--- config.mk ---
export PLATFORM = sky130hd
export DESIGN_NAME = exec_control
export DESIGN_NICKNAME = d
export VERILOG_FILES = /design/src/rtl/exec_control.sv
export SDC_FILE = /design/constraint.sdc
export NUM_CORES = 1
export LEC_CHECK = 0
export CAP_MARGIN = 5
export CORE_ASPECT_RATIO = 0.5
export CORE_MARGIN = 8
export CORE_UTILIZATION = 30
export CTS_BUF_LIST = sky130_fd_sc_hd__clkbuf_4 sky130_fd_sc_hd__clkbuf_8
export DETAILED_ROUTE_END_ITERATION = 7
export GPL_TIMING_DRIVEN = 0
export PLACE_DENSITY = 0.59
export SKIP_CTS_REPAIR_TIMING = 1
export SLEW_MARGIN = 10
export SYNTH_ARGS = -nofsm -noshare
export SYNTH_HDL_FRONTEND = slang
export SYNTH_SLANG_ARGS = --single-unit
export TNS_END_PERCENT = 20
--- constraint.sdc ---
create_clock -name clk -period 2.6 [get_ports clk]
set_input_delay 0.65 -clock clk [delete_from_list [all_inputs] [get_ports clk]]
set_output_delay 0.65 -clock clk [all_outputs]
set_load 0.005 [all_outputs]
--- src/rtl/exec_control.sv ---
// Fetch/decode/execute sequencer for the 8-bit ALU: owns pc, a 4x8 register file
// and the Z/C flags; reads a synchronous ROM, drives the ALU and writes results back.
module exec_control #(
   parameter logic [7:0] PC_RESET = 8'h00
) (
   input  logic       clk,
   input  logic       reset,
   output logic [7:0] instr_addr,
   input  logic [7:0] instr_data,
   output logic [7:0] alu_in1,
   output logic [7:0] alu_in2,
   output logic [2:0] alu_mode,
   input  logic [7:0] alu_out,
   input  logic       alu_flag_zero,
   input  logic       alu_flag_carry,
   output logic       flag_z,
   output logic       flag_c,
   output logic       instr_done,
   output logic       halted,
   input  logic [1:0] dbg_sel,
   output logic [7:0] dbg_data,
   output logic [2:0] dbg_state
);

   localparam logic [2:0] S_FETCH  = 3'd0;
   localparam logic [2:0] S_DECODE = 3'd1;
   localparam logic [2:0] S_EXEC   = 3'd2;
   localparam logic [2:0] S_FETCH2 = 3'd3;
   localparam logic [2:0] S_IMM    = 3'd4;
   localparam logic [2:0] S_HALT   = 3'd5;

   logic [2:0] state;
   logic [7:0] pc;
   logic [3:0] ir_op;
   logic [1:0] ir_a;
   logic [7:0] regs [4];

   // Fields of the byte arriving from the ROM during DECODE
   logic [3:0] d_op;
   logic [1:0] d_a;
   logic [1:0] d_b;
   logic [7:0] d_simm;
   logic [2:0] d_mode;
   logic       d_single;

   assign d_op     = instr_data[7:4];
   assign d_a      = instr_data[3:2];
   assign d_b      = instr_data[1:0];
   assign d_simm   = {{6{d_b[1]}}, d_b};
   assign d_single = (d_op == 4'h7) || (d_op == 4'hC) || (d_op == 4'hD) || (d_op == 4'hE);

   always_comb begin
      d_mode = 3'b000;
      case (d_op)
         4'h1:    d_mode = 3'b001;
         4'h2:    d_mode = 3'b010;
         4'h3:    d_mode = 3'b011;
         4'h4:    d_mode = 3'b100;
         4'h5:    d_mode = 3'b101;
         default: d_mode = 3'b000;
      endcase
   end

   assign instr_addr = pc;
   assign halted     = (state == S_HALT);
   assign dbg_data   = regs[dbg_sel];
   assign dbg_state  = state;
   assign instr_done = (state == S_EXEC) || (state == S_IMM) ||
                       ((state == S_DECODE) && d_single);

   always_ff @(posedge clk or posedge reset) begin
      if (reset) begin
         state    <= S_FETCH;
         pc       <= PC_RESET;
         ir_op    <= 4'h0;
         ir_a     <= 2'd0;
         flag_z   <= 1'b0;
         flag_c   <= 1'b0;
         alu_in1  <= 8'd0;
         alu_in2  <= 8'd0;
         alu_mode <= 3'b000;
         for (int i = 0; i < 4; i++) regs[i] <= 8'd0;
      end else begin
         case (state)
            S_FETCH: state <= S_DECODE;
            S_DECODE: begin
               ir_op <= d_op;
               ir_a  <= d_a;
               pc    <= pc + 8'd1;
               case (d_op)
                  4'h0, 4'h2, 4'h3, 4'h4, 4'h5: begin
                     alu_in1  <= regs[d_a];
                     alu_in2  <= regs[d_b];
                     alu_mode <= d_mode;
                     state    <= S_EXEC;
                  end
                  // ALU subtracts in1 from in2, so the operands swap for Ra-Rb
                  4'h1: begin
                     alu_in1  <= regs[d_b];
                     alu_in2  <= regs[d_a];
                     alu_mode <= d_mode;
                     state    <= S_EXEC;
                  end
                  4'h6: begin
                     alu_in1  <= regs[d_a];
                     alu_in2  <= d_simm;
                     alu_mode <= d_mode;
                     state    <= S_EXEC;
                  end
                  4'h7: begin
                     regs[d_a] <= regs[d_b];
                     state     <= S_FETCH;
                  end
                  4'h8, 4'h9, 4'hA, 4'hB: state <= S_FETCH2;
                  4'hF:                   state <= S_HALT;
                  default:                state <= S_FETCH;
               endcase
            end
            S_EXEC: begin
               if (ir_op != 4'h2) regs[ir_a] <= alu_out;
               flag_z <= alu_flag_zero;
               // Logic ops leave carry alone
               if ((ir_op <= 4'h2) || (ir_op == 4'h6)) flag_c <= alu_flag_carry;
               state <= S_FETCH;
            end
            S_FETCH2: state <= S_IMM;
            S_IMM: begin
               pc <= pc + 8'd1;
               case (ir_op)
                  4'h8: pc <= instr_data;
                  4'h9: if (flag_z) pc <= instr_data;
                  4'hA: if (flag_c) pc <= instr_data;
                  4'hB: regs[ir_a] <= instr_data;
                  default: ;
               endcase
               state <= S_FETCH;
            end
            S_HALT:  state <= S_HALT;
            default: state <= S_FETCH;
         endcase
      end
   end

endmodule

==> results.sh <==
export IMPL_fmax_mhz=402
export IMPL_drv_slew=0
export IMPL_cts_max_level=3
export IMPL_worst_clock_skew_ps=10.8
export IMPL_start_kind="flip-flop"
export IMPL_first_global_vias=3823
export IMPL_synth_top_cell_area_share=0.407
export IMPL_max_slew_margin=0.443
export IMPL_synth_common_cells="dfrtp_1 (70), nand2_1 (40), a22oi_1 (39)"
export IMPL_p_leak_uw=0.00215
export IMPL_slowest_delay_ps=490
export IMPL_rsz0062_at_grt="yes"
export IMPL_die_y_um=101
export IMPL_cap_violations=0
export IMPL_clock_latency_ps=360
export IMPL_grtUsageTotal=0.148
export IMPL_setup_viol=0
export IMPL_dpl_cell_area_um2=5150
export IMPL_switching_share=0.412
export IMPL_period_share=0.956
export IMPL_ys_warn_count=0
export IMPL_yosysMostFrequentCell="dfrtp_1"
export IMPL_worstPathRequired_ps=1950
export IMPL_fp_dieW_um=185
export IMPL_async_flop_share=1.00
export IMPL_power_total_uw=6350
export IMPL_cts_sinks=70
export IMPL_hold_violations=0
export IMPL_nNetsFinal=513
export IMPL_core_area_um2=14200
export IMPL_critPathTopFamily="buffers and inverters"
export IMPL_cell_internal_pwr_uw=3730
export IMPL_ios=64
export IMPL_drt_iter0_drc=409
export IMPL_via_per_inst=5.38
export IMPL_grt_pass1_wl_um=21300
export IMPL_synth_area_leaders="dfrtp_1 (41%), mux4_2 (13%), a22oi_1 (6.8%)"
export IMPL_cp_max_fo=10
export IMPL_clockBufferDepth=2
export IMPL_gp_congestion=0.890
export IMPL_synth_seq_cells=70
export IMPL_io_buffers=57
export IMPL_dieArea_um2=18600
export IMPL_layout_drive_gt1_share=0.168
export IMPL_syn_nets=436
export IMPL_hold_class="reg2reg"
export IMPL_regArea_um2=1750
export IMPL_syn_to_final_growth_pct=27.8
export IMPL_worst_pin_slew_ps=835
export IMPL_whs_ps=491
export IMPL_synth_cell_types=48
export IMPL_yosysSeqAreaShare=0.407
export IMPL_path_class="reg2out"
export IMPL_min_period_ps=2490
export IMPL_status="completed"
export IMPL_antenna_left=0
export IMPL_cts_made_buffers=9
export IMPL_synth_top_area_cell="dfrtp_1"
export IMPL_nFillCells=1389
export IMPL_stdcell_area_um2=5500
export IMPL_pwr_share_clk=0.142
export IMPL_wl_um=13400
export IMPL_seq_power_share=0.306
export IMPL_avgSynthCellArea_um2=10.4
export IMPL_avgRoutedWirePerCell_um=19.4
export IMPL_start_util=0.302
export IMPL_syn_instance_count=413
export IMPL_cp_slowest_cell="clkdlybuf4s50_1"
export IMPL_cp_common_cell="buf_6"
export IMPL_ir_drop_mv=0.357
export IMPL_grt_ovfl_total=0
export IMPL_grt_max_degree=61
export IMPL_synth_ff_type="dfrtp_1"
export IMPL_cts_tree="yes"
export IMPL_antenna_found_initial=0
export IMPL_power_density_nw_per_um2=1160
export IMPL_setup_worst_path_end_class="output pin"
export IMPL_setup_tns_ps=0
export IMPL_num_rows=31
export IMPL_worstPathArrival_ps=1840
export IMPL_dr_total_vias=3724
export IMPL_dpl_hpwl_um=9460
export IMPL_switchingPower_uw=2620
export IMPL_synth_cell_area_um2=4300
export IMPL_drc=0
export IMPL_final_util=0.386
export IMPL_synth_edf_count=0
export IMPL_crit_chain="buf_4 > buf_6 > buf_6 > and2_1 > clkdlybuf4s50_1"
export IMPL_p_comb_frac=0.552
export IMPL_n_antenna_cell=0
export IMPL_cts_clk_slew_worst_paths_ps=70
export IMPL_multi_input_area_um2=2420
export IMPL_cts_root_buf="clkbuf_8"
export IMPL_dr_pass1_iters=4
export IMPL_path_buf_inv=4
stage by stage:
step	std cells	setup WS, ps
floorplan	413	182
detailed placement	669	-618
global placement	668	-1160
global route	692	-41.3
finish	692	115
CTS	684	-630
area by class of cell:
cell class                 instances  share of cell area
sequential                        70               0.319
timing repair buffer              66               0.121
tap                              198              0.0451
buffer                            30              0.0332
multi-input combinational        303               0.440
clock inverter                     4             0.00865
inverter                          10             0.00729
clock buffer                      11              0.0264
metal layers:
metal  track usage  wire (um)  part of all wire
met1         0.198       6050              0.45
met2         0.233       6250              0.47
met3        0.0345        832             0.062
met4        0.0458        271             0.020
met5             0          0                 0
final timing paths:
path	start	to	slack, ps	depth (start not counted)
min in group asynchronous	reset	instr_addr[6]	540	2
hold reg to reg	alu_in1[0]	alu_in1[0]	490	2
max in group asynchronous	reset	alu_in2[2]	1510	3
setup / recovery	dbg_state[0]	halted	110	5
setup reg to reg	dbg_state[0]	dbg_state[1]	220	8
hold / removal	alu_in1[0]	alu_in1[0]	490	2
worst register-to-register path, cell delays in order (launching register included):
cell and delay [ps]:
dfrtp_1 380, buf_4 180, nor3b_4 170, buf_4 160, nand2b_1 60, clkbuf_1 290
o21bai_1 370, clkbuf_1 450, o21ai_0 160
placed cells by master, fill, tap and decap left out, types with 4 or more instances in the layout:
| cell | count |
|---|---|
| o2bb2ai_1 | 24 |
| mux4_2 | 24 |
| nor2_1 | 30 |
| a22oi_1 | 39 |
| nor4_1 | 7 |
| nand2b_1 | 6 |
| buf_4 | 10 |
| o21ai_2 | 6 |
| dfrtp_1 | 70 |
| nand3_1 | 4 |
| and2_1 | 4 |
| o22a_1 | 4 |
| mux2i_1 | 14 |
| clkdlybuf4s50_1 | 55 |
| nor2b_1 | 8 |
| inv_1 | 9 |
| o21ai_0 | 21 |
| buf_6 | 6 |
| clkbuf_1 | 13 |
| nand2_1 | 40 |
| a221o_1 | 6 |
| a21oi_1 | 19 |
| clkbuf_8 | 10 |
| and3_1 | 4 |
power groups by stage:
stage / combinational [uW] / sequential [uW] / clock [uW]
final: 3500 / 1940 / 904
after global routing: 3810 / 2020 / 967
after CTS: 3220 / 1930 / 922
after detailed placement: 3220 / 1950 / 0
after global placement: 3180 / 1940 / 0
after floorplan: 1970 / 1870 / 0
logic make-up after synthesis:
family                     share of synthesized area
buffers and inverters                         0.0370
muxes                                          0.161
and+or+nand+nor                                0.151
xor gates and xnor gates                     0.00611
AOI/OAI and AO/OA                              0.235
DFF                                            0.407
adders and majority gates                    0.00291
Power figures use the tool's default switching activity.
